## config.mk

```make
export PLATFORM = sky130hd
export DESIGN_NAME = pmem_burst_adapter
export DESIGN_NICKNAME = d
export VERILOG_FILES = /design/src/rtl/cacheline_pkg.sv /design/src/rtl/line_beat_buffer.sv /design/src/rtl/pmem_burst_adapter.sv
export SDC_FILE = /design/constraint.sdc
export NUM_CORES = 1
export LEC_CHECK = 0
export CORE_AREA = 2 2 275 277
export CTS_CLUSTER_DIAMETER = 40
export CTS_CLUSTER_SIZE = 25
export DETAILED_ROUTE_END_ITERATION = 6
export DIE_AREA = 0 0 277 279
export PLACE_DENSITY = 0.59
export SYNTH_ARGS = -nofsm -noshare
export SYNTH_HDL_FRONTEND = slang
export SYNTH_SLANG_ARGS = --single-unit
```

## constraint.sdc

```tcl
create_clock -name clk -period 2.65 [get_ports clk]
set_input_delay 0.265 -clock clk [delete_from_list [all_inputs] [get_ports clk]]
set_output_delay 0.265 -clock clk [all_outputs]
set_load 0.05 [all_outputs]
```

## src/rtl/cacheline_pkg.sv

```systemverilog
// Shared line/beat geometry and FSM state type for the pmem line-to-burst adapter.
package cacheline_pkg;
  localparam int LINE_W   = 256;
  localparam int BEAT_W   = 64;
  localparam int BEATS    = LINE_W / BEAT_W;
  localparam int ADDR_W   = 32;
  localparam int OFFSET_W = 5;

  typedef enum logic [1:0] {
    IDLE = 2'd0,
    RD   = 2'd1,
    WR   = 2'd2,
    DONE = 2'd3
  } adapter_state_t;
endpackage

```

## src/rtl/line_beat_buffer.sv

```systemverilog
// One cache line of storage, loadable whole or one beat at a time, with a beat-indexed read port.
module line_beat_buffer
  import cacheline_pkg::*;
#(
  parameter int L_W   = LINE_W,
  parameter int B_W   = BEAT_W,
  parameter int NB    = L_W / B_W,
  parameter int IDX_W = $clog2(NB)
) (
  input  logic             clk,
  input  logic             rst,
  input  logic             load,
  input  logic [L_W-1:0]   load_line,
  input  logic             beat_we,
  input  logic [IDX_W-1:0] beat_idx,
  input  logic [B_W-1:0]   beat_in,
  output logic [B_W-1:0]   beat_out,
  output logic [L_W-1:0]   line
);
  localparam int BASE_W = $clog2(L_W);
  localparam int SHIFT  = $clog2(B_W);

  // Beat count and beat width are powers of two, so the bit offset is a plain concatenation.
  logic [BASE_W-1:0] base;
  assign base = {beat_idx, {SHIFT{1'b0}}};

  always_ff @(posedge clk or negedge rst) begin
    if (!rst) begin
      line <= '0;
    end else if (load) begin
      line <= load_line;
    end else if (beat_we) begin
      line[base +: B_W] <= beat_in;
    end
  end

  assign beat_out = line[base +: B_W];
endmodule

```

## src/rtl/pmem_burst_adapter.sv

```systemverilog
// Runs one 256-bit pmem line read/write as a 4-beat 64-bit memory burst, then pulses line_resp.
//   state | meaning
//   IDLE  | waiting for line_read/line_write; write wins when both are high
//   RD    | burst_read held, beats captured into the line buffer on burst_resp
//   WR    | burst_write held, beats driven from the line buffer, advance on burst_resp
//   DONE  | one-cycle line_resp; requests are not sampled here
module pmem_burst_adapter
  import cacheline_pkg::*;
#(
  parameter int P_LINE_W   = LINE_W,
  parameter int P_BEAT_W   = BEAT_W,
  parameter int P_BEATS    = P_LINE_W / P_BEAT_W,
  parameter int P_ADDR_W   = ADDR_W,
  parameter int P_OFFSET_W = OFFSET_W
) (
  input  logic                  clk,
  input  logic                  rst,
  input  logic [P_ADDR_W-1:0]   line_address,
  input  logic                  line_read,
  input  logic                  line_write,
  input  logic [P_LINE_W-1:0]   line_wdata,
  output logic [P_LINE_W-1:0]   line_rdata,
  output logic                  line_resp,
  output logic [P_ADDR_W-1:0]   burst_address,
  output logic                  burst_read,
  output logic                  burst_write,
  output logic [P_BEAT_W-1:0]   burst_wdata,
  input  logic [P_BEAT_W-1:0]   burst_rdata,
  input  logic                  burst_resp
);
  localparam int CNT_W = $clog2(P_BEATS);

  adapter_state_t      state, state_nx;
  logic [CNT_W-1:0]    beat_cnt;
  logic                is_rd;
  logic                accept, advance, last_beat, beat_we;
  logic [P_LINE_W-1:0] buf_line, rdata_q;
  logic [P_BEAT_W-1:0] buf_beat;
  logic                unused_offset;

  assign unused_offset = ^line_address[P_OFFSET_W-1:0];
  assign last_beat     = (beat_cnt == CNT_W'(P_BEATS - 1));

  always_ff @(posedge clk or negedge rst) begin
    if (!rst) state <= IDLE;
    else      state <= state_nx;
  end

  always_comb begin
    state_nx    = state;
    accept      = 1'b0;
    advance     = 1'b0;
    beat_we     = 1'b0;
    burst_read  = 1'b0;
    burst_write = 1'b0;
    burst_wdata = '0;
    line_resp   = 1'b0;
    case (state)
      IDLE: begin
        if (line_write) begin
          state_nx = WR;
          accept   = 1'b1;
        end else if (line_read) begin
          state_nx = RD;
          accept   = 1'b1;
        end
      end
      RD: begin
        burst_read = 1'b1;
        if (burst_resp) begin
          advance = 1'b1;
          beat_we = 1'b1;
          if (last_beat) state_nx = DONE;
        end
      end
      WR: begin
        burst_write = 1'b1;
        burst_wdata = buf_beat;
        if (burst_resp) begin
          advance = 1'b1;
          if (last_beat) state_nx = DONE;
        end
      end
      DONE: begin
        line_resp = 1'b1;
        state_nx  = IDLE;
      end
      default: state_nx = IDLE;
    endcase
  end

  always_ff @(posedge clk or negedge rst) begin
    if (!rst) begin
      beat_cnt <= '0;
    end else if (advance) begin
      beat_cnt <= last_beat ? '0 : beat_cnt + 1'b1;
    end
  end

  always_ff @(posedge clk or negedge rst) begin
    if (!rst) begin
      burst_address <= '0;
      is_rd         <= 1'b0;
    end else if (accept) begin
      burst_address <= {line_address[P_ADDR_W-1:P_OFFSET_W], {P_OFFSET_W{1'b0}}};
      is_rd         <= !line_write;
    end
  end

  // The buffer is shared by reads and writes, so the visible read line is kept separately
  // and only refreshed once a read has filled every beat.
  always_ff @(posedge clk or negedge rst) begin
    if (!rst) begin
      rdata_q <= '0;
    end else if (state == DONE && is_rd) begin
      rdata_q <= buf_line;
    end
  end

  assign line_rdata = (state == DONE && is_rd) ? buf_line : rdata_q;

  line_beat_buffer #(
    .L_W (P_LINE_W),
    .B_W (P_BEAT_W),
    .NB  (P_BEATS)
  ) u_buf (
    .clk       (clk),
    .rst       (rst),
    .load      (accept),
    .load_line (line_wdata),
    .beat_we   (beat_we),
    .beat_idx  (beat_cnt),
    .beat_in   (burst_rdata),
    .beat_out  (buf_beat),
    .line      (buf_line)
  );
endmodule
```

==> impl_metrics.tcl <==
set metrics [dict create \
    yosys.area_share.simple_pct 13.7 \
    synth_cells 2009 \
    p_switching_mw 28.5 \
    synth-async-reset-ratio_pct 100 \
    synth_edf_count 0 \
    cellPowerDensity_mw_per_mm2 1680 \
    rsz_0062_raised_after_global_routing "yes" \
    max-slew-margin-rel_pct 55.4 \
    ant_nets 0 \
    final.hold.worst_slack_ps 143 \
    crit_type "register to output pin" \
    path_max_fanout 55 \
    initial_utilization_pct 33.5 \
    clock_power_share_pct 20.8 \
    ys_ff_latch 544 \
    core-area_sq_mm 0.0741 \
    setup_tns_ps -3.34 \
    tritoncts_clock_tree "done" \
    first_global_vias 21900 \
    post_synthesis_share_of_cell_area_spent_on_xor_and_xnor_gates_pct 0 \
    report.power.total_mw 61.7 \
    min_delay_path_depth 3 \
    deepest_level_of_the_cts_h_tree 3 \
    synth_top_family_by_area "multiplexers" \
    tritoncts_num_sinks 544 \
    post_layout_nonfiller_instances 3784 \
    die_area_sq_mm 0.0773 \
    globalplace.congestion 0.892 \
    mostFrequentLayoutCell "sky130_fd_sc_hd__dfrtp_1" \
    dpl_worst_slack_ps 241 \
    drc 0 \
    timing.rr.end "u_buf.line[220]$_DFFE_PN0P_" \
    share_seq_of_total_power_pct 24.0 \
    grt_remaining_overflow 0 \
    compound_gate_fraction_of_synth_area_pct 8.93 \
    clk-insertion-delay-late_ps 650 \
    syn_avg_cell_area_sq_um 12.4 \
    critPathRequiredTime_ps 2380 \
    worst_ir_drop_vdd_uv 804 \
    drt-initial-drc-count 1766 \
    worstReg2RegStart "state[1]$_DFFE_PN0P_" \
    synth_fa_ha_area_share_pct 0.503 \
    static-leakage-power_nw 15.8 \
    yosysSeqAreaShare_pct 54.8 \
    place_inst 3564 \
    port_buffers 701 \
    die_x_um 277 \
    synth_cell_type_count 33 \
    die_height_um 279 \
    fmaxAchievable_mhz 377 \
    design.portCount 712 \
    total_wire_length_um 103000 \
    drive_gt1_share_pct 34.7 \
    violations "setup timing" \
    ctsLongestPathBuffers 3 \
    num_vias 20800 \
    root_buffer "sky130_fd_sc_hd__clkbuf_16" \
    logic_pwr_share_pct 55.2 \
    final_cell_mix "sky130_fd_sc_hd__dfrtp_1, sky130_fd_sc_hd__clkdlybuf4s50_1, sky130_fd_sc_hd__mux2_2" \
    clk_transition_reported_paths_ps 60 \
    grt_first_pass_wirelength_um 149000 \
    dpl.hpwl_um 65700 \
    grtUsageTotal_pct 25.7 \
    dr.pass1.iters 5 \
    ff2ff_path_depth 7 \
    net_count_reported_at_finish 3084 \
    mappedNetlistArea_sq_mm 0.0249 \
    outcome "finished, violations left" \
    crit_path_end_kind "output pin" \
    final.setup.worst_slack_ps -3.34 \
    layout_worst_path_cycle_share_pct 100 \
    dominant_register_cell_in_the_synthesized_netlist "sky130_fd_sc_hd__dfrtp_1" \
    synth.mux.area_fraction_pct 17.6 \
    num-fill-cells 6549 \
    max_cap_viol_count 0 \
    cts-buffers-inserted 99 \
    row_count 100 \
    finalSetupViolCount 1 \
    routed_via_density 5.50 \
    grt_max_degree 121 \
    hold_viol_final 0 \
    hold_end "burst_address[9]$_DFFE_PN0P_" \
    internal_power_mw 33.3 \
    final.setup_skew_ps 27.2 \
    synthesis_warnings 0 \
    ff2ff_setup_slack_ps 190 \
    worst_pin_slew_ps 667 \
    timing.final.crit_period_ps 2650 \
    grt_antenna_before_repair 18 \
    worst_setup_path_start_kind "register" \
    min-delay-path-class "input port to register" \
    worst_ep_arrival_time_ps 2390 \
    switching_share_pct 46.1 \
    timing_max_transition_violations_final 0 \
    area_growth_pct 47.7 \
    hold_path_startpoint "line_address[9]" \
    post_drt_wl_per_cell_um 27.3 \
]
-- sequential cells by signal, summed over array words and instances, names as in the netlist --
| signal | flops |
|---|---|
| burst_address | 27 |
| is_rd | 1 |
| beat_cnt | 2 |
| u_buf.line | 256 |
| rdata_q | 256 |
| state | 2 |
-- layer usage --
layer	track usage [%]	up-vias	wire (um)
met5	0	-	49
met1	30.9	10700	39500
met4	12.0	8	4070
met2	43.2	1042	51700
li1	-	8818	-
met3	6.41	229	7930
-- critical path: stages (launching register included) --
cell and delay [ps]:
sky130_fd_sc_hd__dfrtp_2 440, sky130_fd_sc_hd__ha_4 200, sky130_fd_sc_hd__nand2_8 130, sky130_fd_sc_hd__buf_12 320, sky130_fd_sc_hd__mux2_2 420, sky130_fd_sc_hd__buf_4 200
-- kinds of logic (layout without fill, tap and decap cells) --
family	count (synthesis)	in the layout
fa+ha+maj	10	10
flops	544	544
compound gates	263	263
buf+inv	191	979
other cells	1	19
simple gates	676	676
mux	324	324
-- power groups by stage --
stage               registers [mW]  clock network [mW]  logic (mW)
floorplan                     14.6                   0        21.7
global placement              14.7                   0        32.0
detailed placement            14.9                   0        32.4
CTS                           14.8                13.0        33.1
global route                  15.2                13.5        35.5
finish                        14.8                12.9        34.1
-- Yosys cell counts (all sizes together), types with 3 or more instances --
master	number	area [sq um]
o21ai	3	15.0
a221o	128	1340
nand2	216	811
mux2	260	2930
clkbuf	44	165
nand3	128	641
inv	5	18.8
mux4	64	1440
a31oi	130	843
buf	142	922
nor3	129	657
and2	192	1200
dfrtp	544	13600
ha	10	125
-- stage by stage --
| stage | instance area, sq um | util [%] |
|---|---|---|
| CTS | 36100 | 48.7 |
| finish | 36700 | 49.5 |
| global route | 36700 | 49.5 |
| global placement | 32200 | 43.5 |
| detailed placement | 32200 | 43.5 |
| floorplan | 24900 | - |
-- worst max-delay path by stage --
stage | from | endpoint | slack (ps) | cells past startpoint
2_1_floorplan | beat_cnt[1]$_DFFE_PN0P_ | u_buf.line[55]$_DFFE_PN0P_ | 250 | 9
3_3_place_gp | burst_resp | u_buf.line[235]$_DFFE_PN0P_ | 330 | 5
3_5_place_dp | burst_resp | u_buf.line[226]$_DFFE_PN0P_ | 240 | 5
4_1_cts | beat_cnt[0]$_DFFE_PN0P_ | burst_wdata[0] | -70 | 4
5_1_grt | state[0]$_DFFE_PN0P_ | line_rdata[16] | -60 | 5
6_report | state[0]$_DFFE_PN0P_ | line_rdata[16] | -3 | 5
-- timing repair --
item	in CTS	in global routing
gates cloned	3	9
endpoints found under the hold margin	41	0
gates resized for setup	64	90
pin swaps	1	0
hold buffers	1	0
setup buffers	5	3
endpoints found under the setup margin	241	187
-- layout make-up --
| class | count | area (sq um) | share of cell area, % |
|---|---|---|---|
| Inverter | 5 | 18.8 | 0.0511 |
| Tap cell | 969 | 1210 | 3.30 |
| Antenna cell | 14 | 35.0 | 0.0955 |
| Multi-Input combinational cell | 1278 | 10200 | 27.9 |
| Clock inverter | 54 | 664 | 1.81 |
| Timing Repair Buffer | 789 | 8130 | 22.1 |
| Clock buffer | 131 | 2780 | 7.57 |
| Sequential cell | 544 | 13600 | 37.1 |
Note: power is estimated with default switching activity, not from simulation.
